## src/rtl/button_debounce_counter.sv

```systemverilog
// rtl/button_debounce_counter.sv - multi-channel pushbutton debouncer with press counters (optional BUTTON_LONG_PRESS_EN)
module button_debounce_counter #(
  parameter int CHANNELS       = 4,
  parameter int CNT_WIDTH      = 2,
  parameter int TICK_DIV       = 50000,
  parameter int STABLE_SAMPLES = 4,
  parameter int SATURATE       = 0,
  parameter int LONG_SAMPLES   = 100
) (
  input  logic                          clk_i,
  input  logic                          reset_ni,
  input  logic                          enable_i,
  input  logic [CHANNELS-1:0]           btn_i,
  input  logic [CHANNELS-1:0]           clear_i,
  output logic [CHANNELS-1:0]           level_o,
  output logic [CHANNELS-1:0]           press_o,
  output logic [CHANNELS-1:0]           release_o,
  output logic [CHANNELS*CNT_WIDTH-1:0] count_o,
  output logic [CHANNELS-1:0]           long_press_o
);

  localparam int PW = (TICK_DIV > 1) ? $clog2(TICK_DIV) : 1;
  localparam int SW = $clog2(STABLE_SAMPLES + 1);
  localparam logic [PW-1:0]        PRESC_LAST = PW'(TICK_DIV - 1);
  localparam logic [SW-1:0]        STAB_LAST  = SW'(STABLE_SAMPLES);
  localparam logic [CNT_WIDTH-1:0] CNT_MAX    = '1;

  typedef enum logic {
    ST_STABLE  = 1'b0,
    ST_CONFIRM = 1'b1
  } state_e;

  logic [CHANNELS-1:0] sync1_q;
  logic [CHANNELS-1:0] sync2_q;
  logic [PW-1:0]       presc_q;
  logic [PW-1:0]       presc_d;
  logic                tick;

  // Two-flop synchroniser for the asynchronous button inputs; always running
  always_ff @(posedge clk_i or negedge reset_ni) begin
    if (!reset_ni) begin
      sync1_q <= '0;
      sync2_q <= '0;
    end else begin
      sync1_q <= btn_i;
      sync2_q <= sync1_q;
    end
  end

  // Prescaler next state: wraps at TICK_DIV-1, holds its value while disabled
  always_comb begin
    presc_d = presc_q;
    if (enable_i) begin
      presc_d = (presc_q == PRESC_LAST) ? '0 : presc_q + 1'b1;
    end
  end

  // Prescaler register
  always_ff @(posedge clk_i or negedge reset_ni) begin
    if (!reset_ni) begin
      presc_q <= '0;
    end else begin
      presc_q <= presc_d;
    end
  end

  assign tick = enable_i && (presc_q == PRESC_LAST);

  for (genvar g = 0; g < CHANNELS; g++) begin : g_ch
    state_e                 state_q;
    logic [SW-1:0]          stab_q;
    logic                   level_q;
    logic                   press_q;
    logic                   release_q;
    logic [CNT_WIDTH-1:0]   count_q;
    logic                   differ;
    logic                   commit;

    assign differ = (sync2_q[g] != level_q);
    // A commit is the tick on which the last required differing sample arrives
    assign commit = tick && differ &&
                    (((state_q == ST_CONFIRM) && ((stab_q + 1'b1) == STAB_LAST)) ||
                     ((state_q == ST_STABLE) && (STABLE_SAMPLES == 1)));

    // Debounce FSM: counts consecutive differing samples and toggles the level on commit
    always_ff @(posedge clk_i or negedge reset_ni) begin
      if (!reset_ni) begin
        state_q   <= ST_STABLE;
        stab_q    <= '0;
        level_q   <= 1'b0;
        press_q   <= 1'b0;
        release_q <= 1'b0;
      end else begin
        press_q   <= 1'b0;
        release_q <= 1'b0;
        if (tick) begin
          if (commit) begin
            level_q   <= ~level_q;
            press_q   <= ~level_q;
            release_q <= level_q;
            state_q   <= ST_STABLE;
            stab_q    <= '0;
          end else if (!differ) begin
            state_q <= ST_STABLE;
            stab_q  <= '0;
          end else begin
            state_q <= ST_CONFIRM;
            stab_q  <= stab_q + 1'b1;
          end
        end
      end
    end

    // Press counter: clear has priority over a coincident press
    always_ff @(posedge clk_i or negedge reset_ni) begin
      if (!reset_ni) begin
        count_q <= '0;
      end else if (clear_i[g]) begin
        count_q <= '0;
      end else if (commit && !level_q) begin
        if ((SATURATE == 0) || (count_q != CNT_MAX)) begin
          count_q <= count_q + 1'b1;
        end
      end
    end

    assign level_o[g]                            = level_q;
    assign press_o[g]                            = press_q & enable_i;
    assign release_o[g]                          = release_q & enable_i;
    assign count_o[g*CNT_WIDTH +: CNT_WIDTH]     = count_q;

`ifdef BUTTON_LONG_PRESS_EN
    localparam int LW = $clog2(LONG_SAMPLES + 1);
    localparam logic [LW-1:0] LONG_LAST = LW'(LONG_SAMPLES);
    logic [LW-1:0] long_cnt_q;
    logic          long_q;

    // Long-press timer: restarts on every level change, fires once then parks
    always_ff @(posedge clk_i or negedge reset_ni) begin
      if (!reset_ni) begin
        long_cnt_q <= '0;
        long_q     <= 1'b0;
      end else begin
        long_q <= 1'b0;
        if (commit) begin
          long_cnt_q <= '0;
        end else if (tick && level_q && (long_cnt_q != LONG_LAST)) begin
          long_cnt_q <= long_cnt_q + 1'b1;
          if ((long_cnt_q + 1'b1) == LONG_LAST) begin
            long_q <= 1'b1;
          end
        end
      end
    end

    assign long_press_o[g] = long_q & enable_i;
`else
    assign long_press_o[g] = 1'b0;
`endif
  end

endmodule
```

## config.mk

```make
export PLATFORM = sky130hd
export DESIGN_NAME = button_debounce_counter
export DESIGN_NICKNAME = d
export VERILOG_FILES = /design/src/rtl/button_debounce_counter.sv
export SDC_FILE = /design/constraint.sdc
export NUM_CORES = 1
export LEC_CHECK = 0
export CAP_MARGIN = 15
export CORE_UTILIZATION = 42
export DETAILED_ROUTE_END_ITERATION = 12
export PLACE_DENSITY_LB_ADDON = 0.25
export SLEW_MARGIN = 5
export SYNTH_ARGS = -nofsm -noshare
export SYNTH_HDL_FRONTEND = slang
export SYNTH_SLANG_ARGS = --single-unit
```

## constraint.sdc

```tcl
create_clock -name clk_i -period 3.3 [get_ports clk_i]
set_input_delay 0.66 -clock clk_i [delete_from_list [all_inputs] [get_ports clk_i]]
set_output_delay 0.66 -clock clk_i [all_outputs]
set_load 0.1 [all_outputs]
```

; Word-level counts from Yosys, hierarchy flattened
; Cells that the tools add are included.
[totals]
ff_bits = 60
latch_bits = 0
ram_bits = 0
mem_bits_ro = 0
input_bits = 11
memories = 0
[classes]
add_sub_neg = 9
mul = 0
div_mod_pow = 0
order_cmp = 0
eq_ne = 9
n_shift = 0
mux = 41
bitwise = 12
reduce_logical = 29
[ops]
columns = operator, n
row1 = 2-to-1 mux 1 bit, 24
row2 = 2-to-1 mux 3 bit, 8
row3 = logical AND 1 bit, 17
row4 = adder 16 x 1 -> 16 bit (second input constant), 1
row5 = equality test 16 bit (second input constant), 1
row6 = 2-to-1 mux 16 bit, 1
row7 = 2-to-1 mux 2 bit, 8
row8 = adder 3 x 1 -> 3 bit (second input constant), 4
row9 = equality test 3 bit (second input constant), 4
row10 = adder 2 x 1 -> 2 bit (second input constant), 4
row11 = bitwise AND 1 bit, 8
row12 = AND reduction 2 bit, 4
row13 = nonzero test 2 bit, 4
row14 = zero test 1 bit, 4
row15 = inequality test 1 bit, 4
row16 = NOT 1 bit, 4

; Depth between registers and ports, before layout
; Gate-level depths: netlist of run 1.
[logic_depth]
ltp_word = 7
ltp_mapped = 7
depth_no_buf = 6

; Worst setup path after synthesis of run 1
; No wires, ideal clock.
[synth_path]
path_kind = input -> output
from = input enable_i
to = output press_o[0]
arrival_time_ns = 1.657
path_slack_ns = 0.983
stages = 2
n_path_buf = 1
path_cell_list = clkbuf_1 -> and2_1
[synth_via]
elab_chain_len = 1
[synth_rtl]
columns = element, line
row1 = start: declaration, 12  ; input logic enable_i,
row2 = bitwise AND 1 bit, 128  ; assign press_o[g] = press_q & enable_i;
row3 = end: declaration, 16  ; output logic [CHANNELS-1:0] press_o,
; Every way passes these cells.

; Final worst setup path of run 1
; Same ends and word-level chain as after synthesis.

==> results.ini, run 1 <==
[synthesis]
synth_cells = 263
synth_area_leaders = dfrtp_1, nand2_1, xnor2_1, ha_1, buf_4
ys_seq_elements = 60
yosysUniqueCellTypes = 35
syn_area_mm2 = 0.00277
syn_avg_cell_area_um2 = 10.5
ys_seq_area_share_pct = 54.2
yosys_warnings = 0
synth_top_area_share_pct = 54.2
synth_area_leader_cell = dfrtp_1

[cells_and_area]
fin_cells = 381
fin_nets = 319
final-seq-area_mm2 = 0.00150
multi_input_area_mm2 = 0.00111
fin_util_pct = 53.7
antenna_cells = 0
final.fill_count = 582
fin_area_mm2 = 0.00341
layout-drive-gt1-share_pct = 16.4
mostFrequentLayoutCell = dfrtp_1
mostFrequentLayoutCells = dfrtp_1, nand2_1, buf_4
syn2layout_area_growth_pct = 23.1

[place]
io_buffer_count = 30
place_area_mm2 = 0.00318
dpl.cell_count = 365
dp.final_hpwl_um = 3640
preCtsSetupSlack_ns = 0.631
gp_congestion = 0.784

[clocking]
path_clk_slew_ns = 0.06
ctsResizeCount = 0
cts_post_setup_buffers_inserted = 0
cts-root-buf = clkbuf_8
cts_tree = yes
cts_buffers = 9
htreeDepth = 3
clockBufferDepth = 2
cts_hold_buffers = 0
clock_latency_ns = 0.34
cts_sinks = 60

[critical_path]
r2r_cells = 5
startpoint = enable_i
r2r-start = presc_q[7]
cp-start-kind = primary input
crit_type = in2out
rrSetupSlack_ns = 1.09
end_kind = primary output
crit_end = press_o[0]
critPathMaxFanout = 12
reg2reg_to = g_ch[2].count_q[0]
critPathArrivalTime_ns = 1.76
required_ns = 2.64

[timing]
layout_min_cycle_time_ns = 2.42
setup_viol = 0
slew_headroom_pct = 34.4
tns_ns = 0
fin_skew_ns = 0.00643
hold_viol = 0
holdWs_ns = 0.352
fin_crit_sh_pct = 73.3
grt_setup_unrepaired = false
drv_slew = 0
tightest_slew_ns = 0.984
fmax_mhz = 413
fin_ws_ns = 0.881

[die]
row_count = 29
die_x_um = 83.2
initial_utilization_pct = 43.6
pin_count = 35
die_y_um = 83.2
core_area_mm2 = 0.00635
die_area_mm2 = 0.00692

[power_and_ir_drop]
power_mw = 1.81
peakVddDrop_mv = 0.459
power_density_mw_per_mm2 = 532
leakagePower_nw = 1.59

[route]
vias = 2009
drt_iter0_markers = 96
wl_per_cell_um = 13.8
detail-route-antenna-nets = 0
viasPerCell = 5.27
drc_errors = 0
drt-total-wl_um = 5250
firstDrtPassIters = 4

[job]
maxCapViolCount = 0

[status]
status = complete, no violations

[grt]
grt_pass1_vias = 1992
overflow = 0
grt_max_degree = 45
grt_usage_pct = 16.9
grt_pass1_wl_um = 9230
antenna_found_initial = 0

[hold_path]
worstHoldPathType = reg2reg

power by group:
part	internal (mW)	total, mW	switching (mW)
clock network	0.500	0.779	0.280
logic	0.0765	0.179	0.102
registers	0.788	0.855	0.0671
cells by family after synthesis:
| logic type | Yosys count | synth area share, % |
|---|---|---|
| AO/OA/AOI/OAI | 32 | 6.46 |
| XOR/XNOR | 16 | 5.06 |
| adder cells (fa/ha/maj) | 9 | 4.07 |
| buffers and inverters | 31 | 5.92 |
| flip-flops | 60 | 54.2 |
| multiplexers | 6 | 2.35 |
| other | 1 | 0.135 |
| AND/OR/NAND/NOR | 108 | 21.8 |
state kept, by name, summed over array words and instances (netlist names):
signal	count
g_ch.stab_q	12
g_ch.count_q	8
g_ch.press_q	4
g_ch.state_q	4
sync2_q	4
presc_q	16
g_ch.level_q	4
g_ch.release_q	4
sync1_q	4
final cells by class:
cell class | instances | share of cell area (%)
repair buffers | 39 | 12.1
clock inverters | 5 | 2.94
inverters | 14 | 1.54
flip-flops and latches | 60 | 44.0
multi-input cells | 175 | 32.7
clock buffers | 11 | 3.85
well taps | 77 | 2.83
cell usage after synthesis (all sizes together):
master and instances:
or4 2, and3 1, o21ai 13, and4b 2, xnor2 13, nand4b 6, clkbuf 2, xor2 3
ha 9, inv 14, a21o 2, mux2i 2, dfrtp 60, a41o 1, nor4 3, nand3 9
conb 1, nor4bb 2, or3 5, o31ai 2, a21oi 13, mux2 4, nor2 18, nand3b 4
nand4 6, and2 8, nand2 33, a311oi 1, nor4b 5, nor3 4, buf 15
per-layer routing:
metal  vias to the layer above  track usage [%]  part of all wire (%)
met1                       987             22.1                    48
li1                        965                -                     -
met2                        49             26.3                    46
met4                         0             6.58                   1.5
met5                         -                0                     0
met3                         8             5.07                   4.7
worst min-delay path by stage:
stage	from	end	slack [ns]	cells after the start
6_report	sync1_q[3]	sync2_q[3]	0.35	0
5_1_grt	sync1_q[2]	sync2_q[2]	0.36	0
4_1_cts	sync1_q[3]	sync2_q[3]	0.36	0
3_5_place_dp	sync1_q[1]	sync2_q[1]	0.34	0
3_3_place_gp	sync1_q[3]	sync2_q[3]	0.33	0
2_1_floorplan	sync1_q[0]	sync2_q[0]	0.33	0
worst max-delay path, cell delays in order:
cell and delay [ns]:
clkdlybuf4s50_1 0.49, buf_4 0.20, and2_1 0.21, buf_12 0.19
Note: power is estimated with default switching activity, not from simulation.
==> run 2, diff against run 1 <==
- clock period: 3.3 -> 2.3 ns (I/O delays scaled with it)
==> results.ini, run 2 (same netlist as run 1, synthesis figures left out) <==
[cells_and_area]
largest_reg_flops = 16
final.fill_count = 545
fin_nets = 319
syn2layout_area_growth_pct = 23.9
layout-drive-gt1-share_pct = 16.8
reg_top3 = presc_q: 16 flops, g_ch.stab_q: 12 flops, g_ch.count_q: 8 flops
fin_cells = 381
fin_util_pct = 54.0
top_register = presc_q
mostFrequentLayoutCells = dfrtp_1, nand2_1, nor2_1, buf_4, inv_1
mostFrequentLayoutCell = dfrtp_1
fin_area_mm2 = 0.00343
antenna_cells = 0

[timing]
hold_viol = 0
fmax_mhz = 496
layout_min_cycle_time_ns = 2.02
tns_ns = 0
fin_skew_ns = 0.00528
holdWs_ns = 0.122
fin_crit_sh_pct = 87.6
drv_slew = 0
setup_viol = 0
grt_setup_unrepaired = false

[grt]
grt_usage_pct = 16.3
overflow = 0
grt_pass1_wl_um = 8760
antenna_found_initial = 0
grt_max_degree = 61
grt_pass1_vias = 1836

[clocking]
ctsResizeCount = 0
cts-root-buf = clkbuf_8
cts_tree = yes
path_clk_slew_ns = 0.07
clock_latency_ns = 0.33
cts_buffers = 9
clockBufferDepth = 2
htreeDepth = 3
cts_sinks = 60
cts_hold_buffers = 0
cts_post_setup_buffers_inserted = 0

[route]
drt_iter0_markers = 154
detail-route-antenna-nets = 0
drc_errors = 0
firstDrtPassIters = 4
drt-total-wl_um = 5040
vias = 1935
viasPerCell = 5.08
wl_per_cell_um = 13.2

[critical_path]
worstPathCellList = clkdlybuf4s50_1, buf_4, and2_1, buf_12
cp-start-kind = primary input
end_kind = primary output
crit_type = in2out
crit_slowest_cell = clkdlybuf4s50_1
max_stage_delay_ns = 0.49
critPathArrivalTime_ns = 1.56
required_ns = 1.84
critPathMaxFanout = 12

[place]
dp.final_hpwl_um = 3510
io_buffer_count = 30
place_area_mm2 = 0.00322
gp_congestion = 0.777
dpl.cell_count = 365

[power_and_ir_drop]
peakVddDrop_mv = 0.706
leakagePower_nw = 1.60
power_density_mw_per_mm2 = 732

[job]
maxCapViolCount = 0

[hold_path]
worstHoldPathType = in2async

[die]
initial_utilization_pct = 43.6
die_x_um = 83.2
pin_count = 35
die_area_mm2 = 0.00692
row_count = 29
die_y_um = 83.2
core_area_mm2 = 0.00635

[status]
status = complete, no violations

## run 2: area by class of cell
| class | count | area [um^2] | area share (%) |
|---|---|---|---|
| Clock inverter | 5 | 75.1 | 2.19 |
| Timing Repair Buffer | 39 | 450 | 13.1 |
| Multi-Input combinational cell | 175 | 1110 | 32.5 |
| Tap cell | 77 | 96.3 | 2.81 |
| Inverter | 14 | 52.6 | 1.53 |
| Clock buffer | 11 | 141 | 4.12 |
| Sequential cell | 60 | 1500 | 43.7 |
## run 2: per-stage QoR
stage | power, mW | setup slack, ns
6_report | 2.51 | 0.285
5_1_grt | 2.63 | 0.209
4_1_cts | 2.56 | 0.267
3_5_place_dp | 1.51 | 0.0685
3_3_place_gp | 1.50 | 0.114
2_1_floorplan | 1.44 | 0.383
## run 2: critical path, delay by kind of cell
kind	cells	cell delay (ns)
AND/OR/NAND/NOR	1	0.21
buffers and inverters	3	0.88
## run 2: routing by layer
layer / vias up / routed length [um] / part of all wire [%] / GRT usage [%]
met4: 0 / 46 / 0.91 / 7.52
li1: 961 / - / - / -
met2: 42 / 2400 / 48 / 25.6
met5: - / 0 / 0 / 0
met1: 928 / 2390 / 47 / 20.9
met3: 4 / 199 / 3.9 / 4.77
## run 2: worst paths after layout
| path | startpoint | end | slack [ns] | depth (start not counted) |
|---|---|---|---|---|
| max in group asynchronous | reset_ni | g_ch[3].state_q | 1.92 | 2 |
| worst min-delay path | reset_ni | presc_q[4] | 0.12 | 2 |
| worst max-delay path | enable_i | press_o[0] | 0.28 | 4 |
| min in group clk_i | sync1_q[0] | sync2_q[0] | 0.35 | 0 |
| worst min register to register | sync1_q[0] | sync2_q[0] | 0.35 | 0 |
| worst max register to register | presc_q[7] | g_ch[1].count_q[1] | 0.34 | 5 |
## run 2: where the power goes
group          leakage (nW)  switching, mW  internal, mW
clock network         0.113          0.390         0.634
registers             0.779         0.0968          1.13
logic                 0.703          0.147         0.114
total                  1.60          0.634          1.88
==> run 3, diff against run 2 <==
- ABC_AREA: not set -> 1
- ABC_CLOCK_PERIOD_IN_PS: not set -> 2300
- MAX_ROUTING_LAYER: not set -> met4
==> results.ini, run 3 <==
[synthesis]
ys_seq_elements = 60
synth_area_leaders = dfrtp_1, nand2_1, inv_1, nor2_1, ha_1
syn_area_mm2 = 0.00299
async_flop_share_pct = 100
yosys_most_used_dff = dfrtp_1
synthTopCellsByCount = nand2_1, inv_1, dfrtp_1, nor2_1, nand3_1
yosysUniqueCellTypes = 28
ys_seq_area_share_pct = 50.3
syn_avg_cell_area_um2 = 8.03
yosys_warnings = 0
synth_top_area_share_pct = 50.3
synth_area_leader_cell = dfrtp_1
synth_cells = 372
synth_edf_count = 0
yosysMostFrequentCell = nand2_1

[timing]
fin_ws_ns = 0.347
hold_viol = 0
fmax_mhz = 512
tns_ns = 0
fin_crit_sh_pct = 84.9
layout_min_cycle_time_ns = 1.95
drv_slew = 0
fin_skew_ns = 0.00491
holdWs_ns = 0.117
grt_setup_unrepaired = false
setup_viol = 0

[cells_and_area]
final.fill_count = 659
antenna_cells = 0
top_register = presc_q
reg_top3 = presc_q: 16 flops, g_ch.stab_q: 12 flops, g_ch.count_q: 8 flops
layout-drive-gt1-share_pct = 11.8
fin_util_pct = 53.2
fin_area_mm2 = 0.00363
mostFrequentLayoutCells = nand2_1, inv_1, dfrtp_1
mostFrequentLayoutCell = nand2_1
syn2layout_area_growth_pct = 21.6
fin_nets = 432
largest_reg_flops = 16

[job]
maxCapViolCount = 0

[grt]
antenna_found_initial = 0
grt_max_degree = 61
grt_pass1_vias = 2395
grt_usage_pct = 18.4
grt_pass1_wl_um = 10200
overflow = 0

[clocking]
path_clk_slew_ns = 0.06
cts_buffers = 9
clockBufferDepth = 2
cts_hold_buffers = 0
cts_post_setup_buffers_inserted = 0
cts-root-buf = clkbuf_8
clock_latency_ns = 0.34
ctsResizeCount = 0
cts_sinks = 60
cts_tree = yes
htreeDepth = 3

[route]
drt-total-wl_um = 5670
drt_iter0_markers = 148
drc_errors = 0
viasPerCell = 4.64
detail-route-antenna-nets = 0
wl_per_cell_um = 11.1
firstDrtPassIters = 4
vias = 2371

[place]
place_area_mm2 = 0.00346
io_buffer_count = 30
preCtsSetupSlack_ns = 0.124
gp_congestion = 0.860
dp.final_hpwl_um = 4190

[die]
pin_count = 35
row_count = 30
initial_utilization_pct = 43.7
die_area_mm2 = 0.00745
core_area_mm2 = 0.00683
die_y_um = 86.3
die_x_um = 86.3

[hold_path]
worstHoldPathType = in2async

[critical_path]
worstPathCellList = clkdlybuf4s50_1, buf_12, nand2_1, inv_1, buf_12
end_kind = primary output
max_stage_delay_ns = 0.53
critPathTopFamily = buffers and inverters
required_ns = 1.84
cp-start-kind = primary input
critPathArrivalTime_ns = 1.49
critPathMaxFanout = 14
cp.buffers_inverters = 4
path_common_cell = buf_12
crit_slowest_cell = clkdlybuf4s50_1
crit_type = in2out

[power_and_ir_drop]
leakagePower_nw = 2.02
power_density_mw_per_mm2 = 692
peakVddDrop_mv = 0.385

[status]
status = complete, no violations

==> run 3: changes by cell type after synthesis, sizes merged, moves of 6 or more <==
| cell | change |
|---|---|
| nand2 | +67 |
| xnor2 | -13 |
| inv | +57 |
| nand3 | +6 |
| and2 | -8 |
| nor2 | +33 |
| a21oi | -6 |
| nand4b | -6 |
==> run 3: layer usage <==
metal	share of wire, %	vias to the layer above	track usage (%)
li1	-	1202	-
met1	46	1128	21.8
met2	49	29	29.9
met3	2.5	12	3.24
met4	2.2	0	9.55
met5	0	-	-
==> run 3: kinds of logic (layout without fill, tap and decap cells) <==
group	Yosys count	count (layout)	synth area share, %
compound gates	22	22	4.11
xor+xnor	8	8	2.35
fa+ha+maj	9	9	3.77
buf+inv	83	123	11.9
flops	60	60	50.3
other cells	1	4	0.126
simple gates	189	189	27.5
==> run 3: per-stage QoR <==
stage	total power [mW]	std cells
after global placement	1.65	497
final	2.51	511
after CTS	2.54	511
after global routing	2.67	511
after floorplan	1.52	375
after detailed placement	1.66	497
==> run 3: final cells by class <==
type	count	area, um^2	area share (%)
Tap cell	96	120	3.31
Clock buffer	11	131	3.62
Inverter	71	267	7.34
Multi-Input combinational cell	232	1140	31.4
Sequential cell	60	1500	41.4
Clock inverter	3	40.0	1.10
Timing Repair Buffer	38	430	11.9
==> run 3: worst paths after layout <==
kind / from / end / slack [ns] / cells after the start
worst max register to register: presc_q[0] / g_ch[1].level_q / 0.57 / 10
worst min register to register: sync1_q[0] / sync2_q[0] / 0.35 / 0
min in group clk_i: sync1_q[0] / sync2_q[0] / 0.35 / 0
worst min-delay path: reset_ni / presc_q[3] / 0.12 / 2
max in group asynchronous: reset_ni / g_ch[1].stab_q[2] / 1.91 / 2
worst max-delay path: enable_i / release_o[1] / 0.35 / 5
==> run 3: report_power, final <==
part	internal [mW]	leakage (nW)	switching [mW]
Combinational	0.136	1.15	0.244
Clock	0.485	0.0890	0.388
Sequential	1.15	0.775	0.112
Total	1.77	2.02	0.745
==> edit (settings of run 2) <==
The parameter `SATURATE` goes from 0 to 1.
--- a/src/rtl/button_debounce_counter.sv
+++ b/src/rtl/button_debounce_counter.sv
@@ -5,5 +5,5 @@
   parameter int TICK_DIV       = 50000,
   parameter int STABLE_SAMPLES = 4,
-  parameter int SATURATE       = 0,
+  parameter int SATURATE       = 1,
   parameter int LONG_SAMPLES   = 100
 ) (
Behaviour: same outputs for any inputs over 10 cycles, from zero or initial values and one cycle with reset_ni low; that may be too few to reach the edited logic, so the function may still have changed.
==> edit against run 2 <==
- power down 2.9%
- synthesized area rose by 1.1%
- sequential cell count stayed put
- setup slack worse by 10 ps
- routed wire length is 6.4% higher
- design area rose by 1.6%
- sequential share of layout area decreased by 0.71 points
- non-clock buffer count is 5 higher
==> edit: results (changes against run 2) <==
** Run status
- The run finished with clean final reports.

** Placement
- The half-perimeter wire length after detailed placement came to 3.92 mm (+12%).
- The routability congestion estimate from global placement was 0.818 (+5.3%).
- The cell area after placement was 0.00329 mm² (+2.2%).
- The count of input and output buffers was 30 (unchanged).

** Cells and area
- The layout cell share with drive strength beyond 1 came to 0.196 (+0.0277).
- The number of antenna diodes was 0 (unchanged).
- The post-layout net count is 332 (+4.1%).
- Largest registers :: presc_q (16), g_ch.stab_q (12), g_ch.count_q (8)
- The count of filler cells inserted in the layout is 567 (+4.0%).

** Yosys
- By count the netlist is led by 60 x sky130_fd_sc_hd__dfrtp_1, 35 x sky130_fd_sc_hd__nand2_1, 21 x sky130_fd_sc_hd__nor2_1.
- Async set-or-reset flop fraction in the synthesized netlist :: 1.00 (unchanged)
- Main area contributors after synthesis :: sky130_fd_sc_hd__dfrtp_1 54%, sky130_fd_sc_hd__ha_1 5.8%, sky130_fd_sc_hd__nand2_1 4.7%
- The count of distinct cell types in the synthesized netlist is 33 (-5.7%).
- The number of warning messages in the yosys log came to 0 (unchanged).
- Sequential element share of the synthesized area :: 0.536 (-0.00606)

** Setup path
- Maximum single-stage delay on the critical path :: 520 ps (+30 ps)
- Data arrival, critical path :: ~1600 ps
- On the critical path, the stage with the largest delay is an instance of sky130_fd_sc_hd__clkdlybuf4s50_1.
- The largest fanout on the critical path is 12 (unchanged).
- Family of cells with the greatest summed delay on the critical path :: buffers and inverters
- Reg2reg path depth :: 5 (unchanged)

** Drt
- The number of search-and-repair iterations in the first detailed-routing pass came to 4 (unchanged).
- Final routed wire length divided by cell count :: 13.8 µm (+4.2%)
- The number of vias per cell came to 5.19 (+2.2%).
- DRC marker count from the first detailed-route iteration :: 104 (-32%)

** Clock tree
- The TritonCTS buffer count is 9 (unchanged).
- Clk_lat worst skew :: 340 ps
- The depth of the CTS H-tree is 3 (unchanged).
- CTS placed an instance of sky130_fd_sc_hd__clkbuf_8 at the clock tree root.
- The count of instances resized after the clock tree is built was 0 (unchanged).
- Max clock buf depth :: 2 (unchanged)
- Post-CTS Setup Bufs :: 0 (unchanged)
- The clock slew at the register clock pins of the worst setup and hold paths came to 70 ps (about the same).

** Power and ir drop
- P_leak :: 1.71 nW (+7.2%)
- Peak supply drop :: 0.000441 V (-38%)
- The switching power was 626 µW (-1.3%).

** GRT
- The initial antenna violation count came to 0 (unchanged).
- Via count of the first global-routing pass :: 2064 (+12%)
- Total global-route track usage :: 0.175 (+0.0117)
- Wire length of the first global-routing pass :: 9.55 mm (+9.0%)
- The maximum number of pins on one net before global-route repair came to 35 (-43%).

** Timing
- The maximum clock skew at final layout was 8.56 ps (+3.29 ps).
- Max-Slew Margin vs Limit :: 0.591

** Hold path
- Path category of the worst min-delay check :: primary input to asynchronous set/reset pin
[edit: cell types whose count changed in the layout (fill, tap and decap cells not counted), sizes merged, moves of 5 or more]
cell and delta:
xnor2 -6, inv -10, nand2b +8, nand4b -6
buf +5, and2 +5, nand4 +6
[edit: kinds of logic after synthesis]
| logic type | after synthesis | synth area share |
|---|---|---|
| flip-flops | 60 | 0.536 |
| XOR/XNOR | 13 | 0.0407 |
| other | 1 | 0.00134 |
| buffers and inverters | 18 | 0.0357 |
| adder cells (fa/ha/maj) | 13 | 0.0581 |
| multiplexers | 7 | 0.0268 |
| AND/OR/NAND/NOR | 124 | 0.251 |
| AO/OA/AOI/OAI | 28 | 0.0500 |
[edit: layout make-up]
cell class                 count  area (µm²)  area share
sequential                    60        1500       0.430
multi-input combinational    189        1210       0.347
timing repair buffer          44         463       0.133
clock buffer                  14         173      0.0495
tap                           77        96.3      0.0276
clock inverter                 1        30.0     0.00861
inverter                       4        15.0     0.00430
[edit: metrics by stage]
step / worst slack (ps) / cells / utilization / hold slack, ps
global placement: 88.6 / 374 / 0.514 / 335
floorplan: 222 / 267 / - / 164
CTS: 254 / 389 / 0.546 / 143
finish: 275 / 389 / 0.546 / 127
detailed placement: 41.6 / 374 / 0.514 / 342
global route: 169 / 389 / 0.546 / 175
[edit: power groups by stage]
| stage | Sequential, mW | Combinational [mW] | Clock (mW) |
|---|---|---|---|
| final | 1.21 | 0.257 | 0.978 |
| after global placement | 1.22 | 0.255 | 0 |
| after floorplan | 1.20 | 0.183 | 0 |
| after CTS | 1.20 | 0.261 | 1.01 |
| after global routing | 1.21 | 0.287 | 1.06 |
| after detailed placement | 1.22 | 0.261 | 0 |
[edit: worst paths after layout]
| kind | from | slack [ps] | to |
|---|---|---|---|
| worst max register to register | presc_q[13] | 300 | g_ch[2].level_q |
| max in group asynchronous | reset_ni | 1580 | g_ch[2].level_q |
| worst min-delay path | reset_ni | 130 | g_ch[0].stab_q[0] |
| worst min register to register | sync1_q[3] | 350 | sync2_q[3] |
| worst max-delay path | enable_i | 270 | press_o[1] |
| min in group clk_i | sync1_q[3] | 350 | sync2_q[3] |
[edit: worst reg2reg max path, delay by kind of cell, from the launching register on]
kind | cells | cell delay, ps
flip-flops | 1 | 430
buffers and inverters | 1 | 190
AND/OR/NAND/NOR | 3 | 1000
multiplexers | 1 | 280
[edit: metal layers]
metal	wire, µm	GRT usage	share of wire	vias to the layer above
li1	-	-	-	992
met5	0	0	0	-
met4	92	0.0740	0.017	0
met3	198	0.0514	0.037	8
met2	2520	0.261	0.47	32
met1	2550	0.238	0.47	987
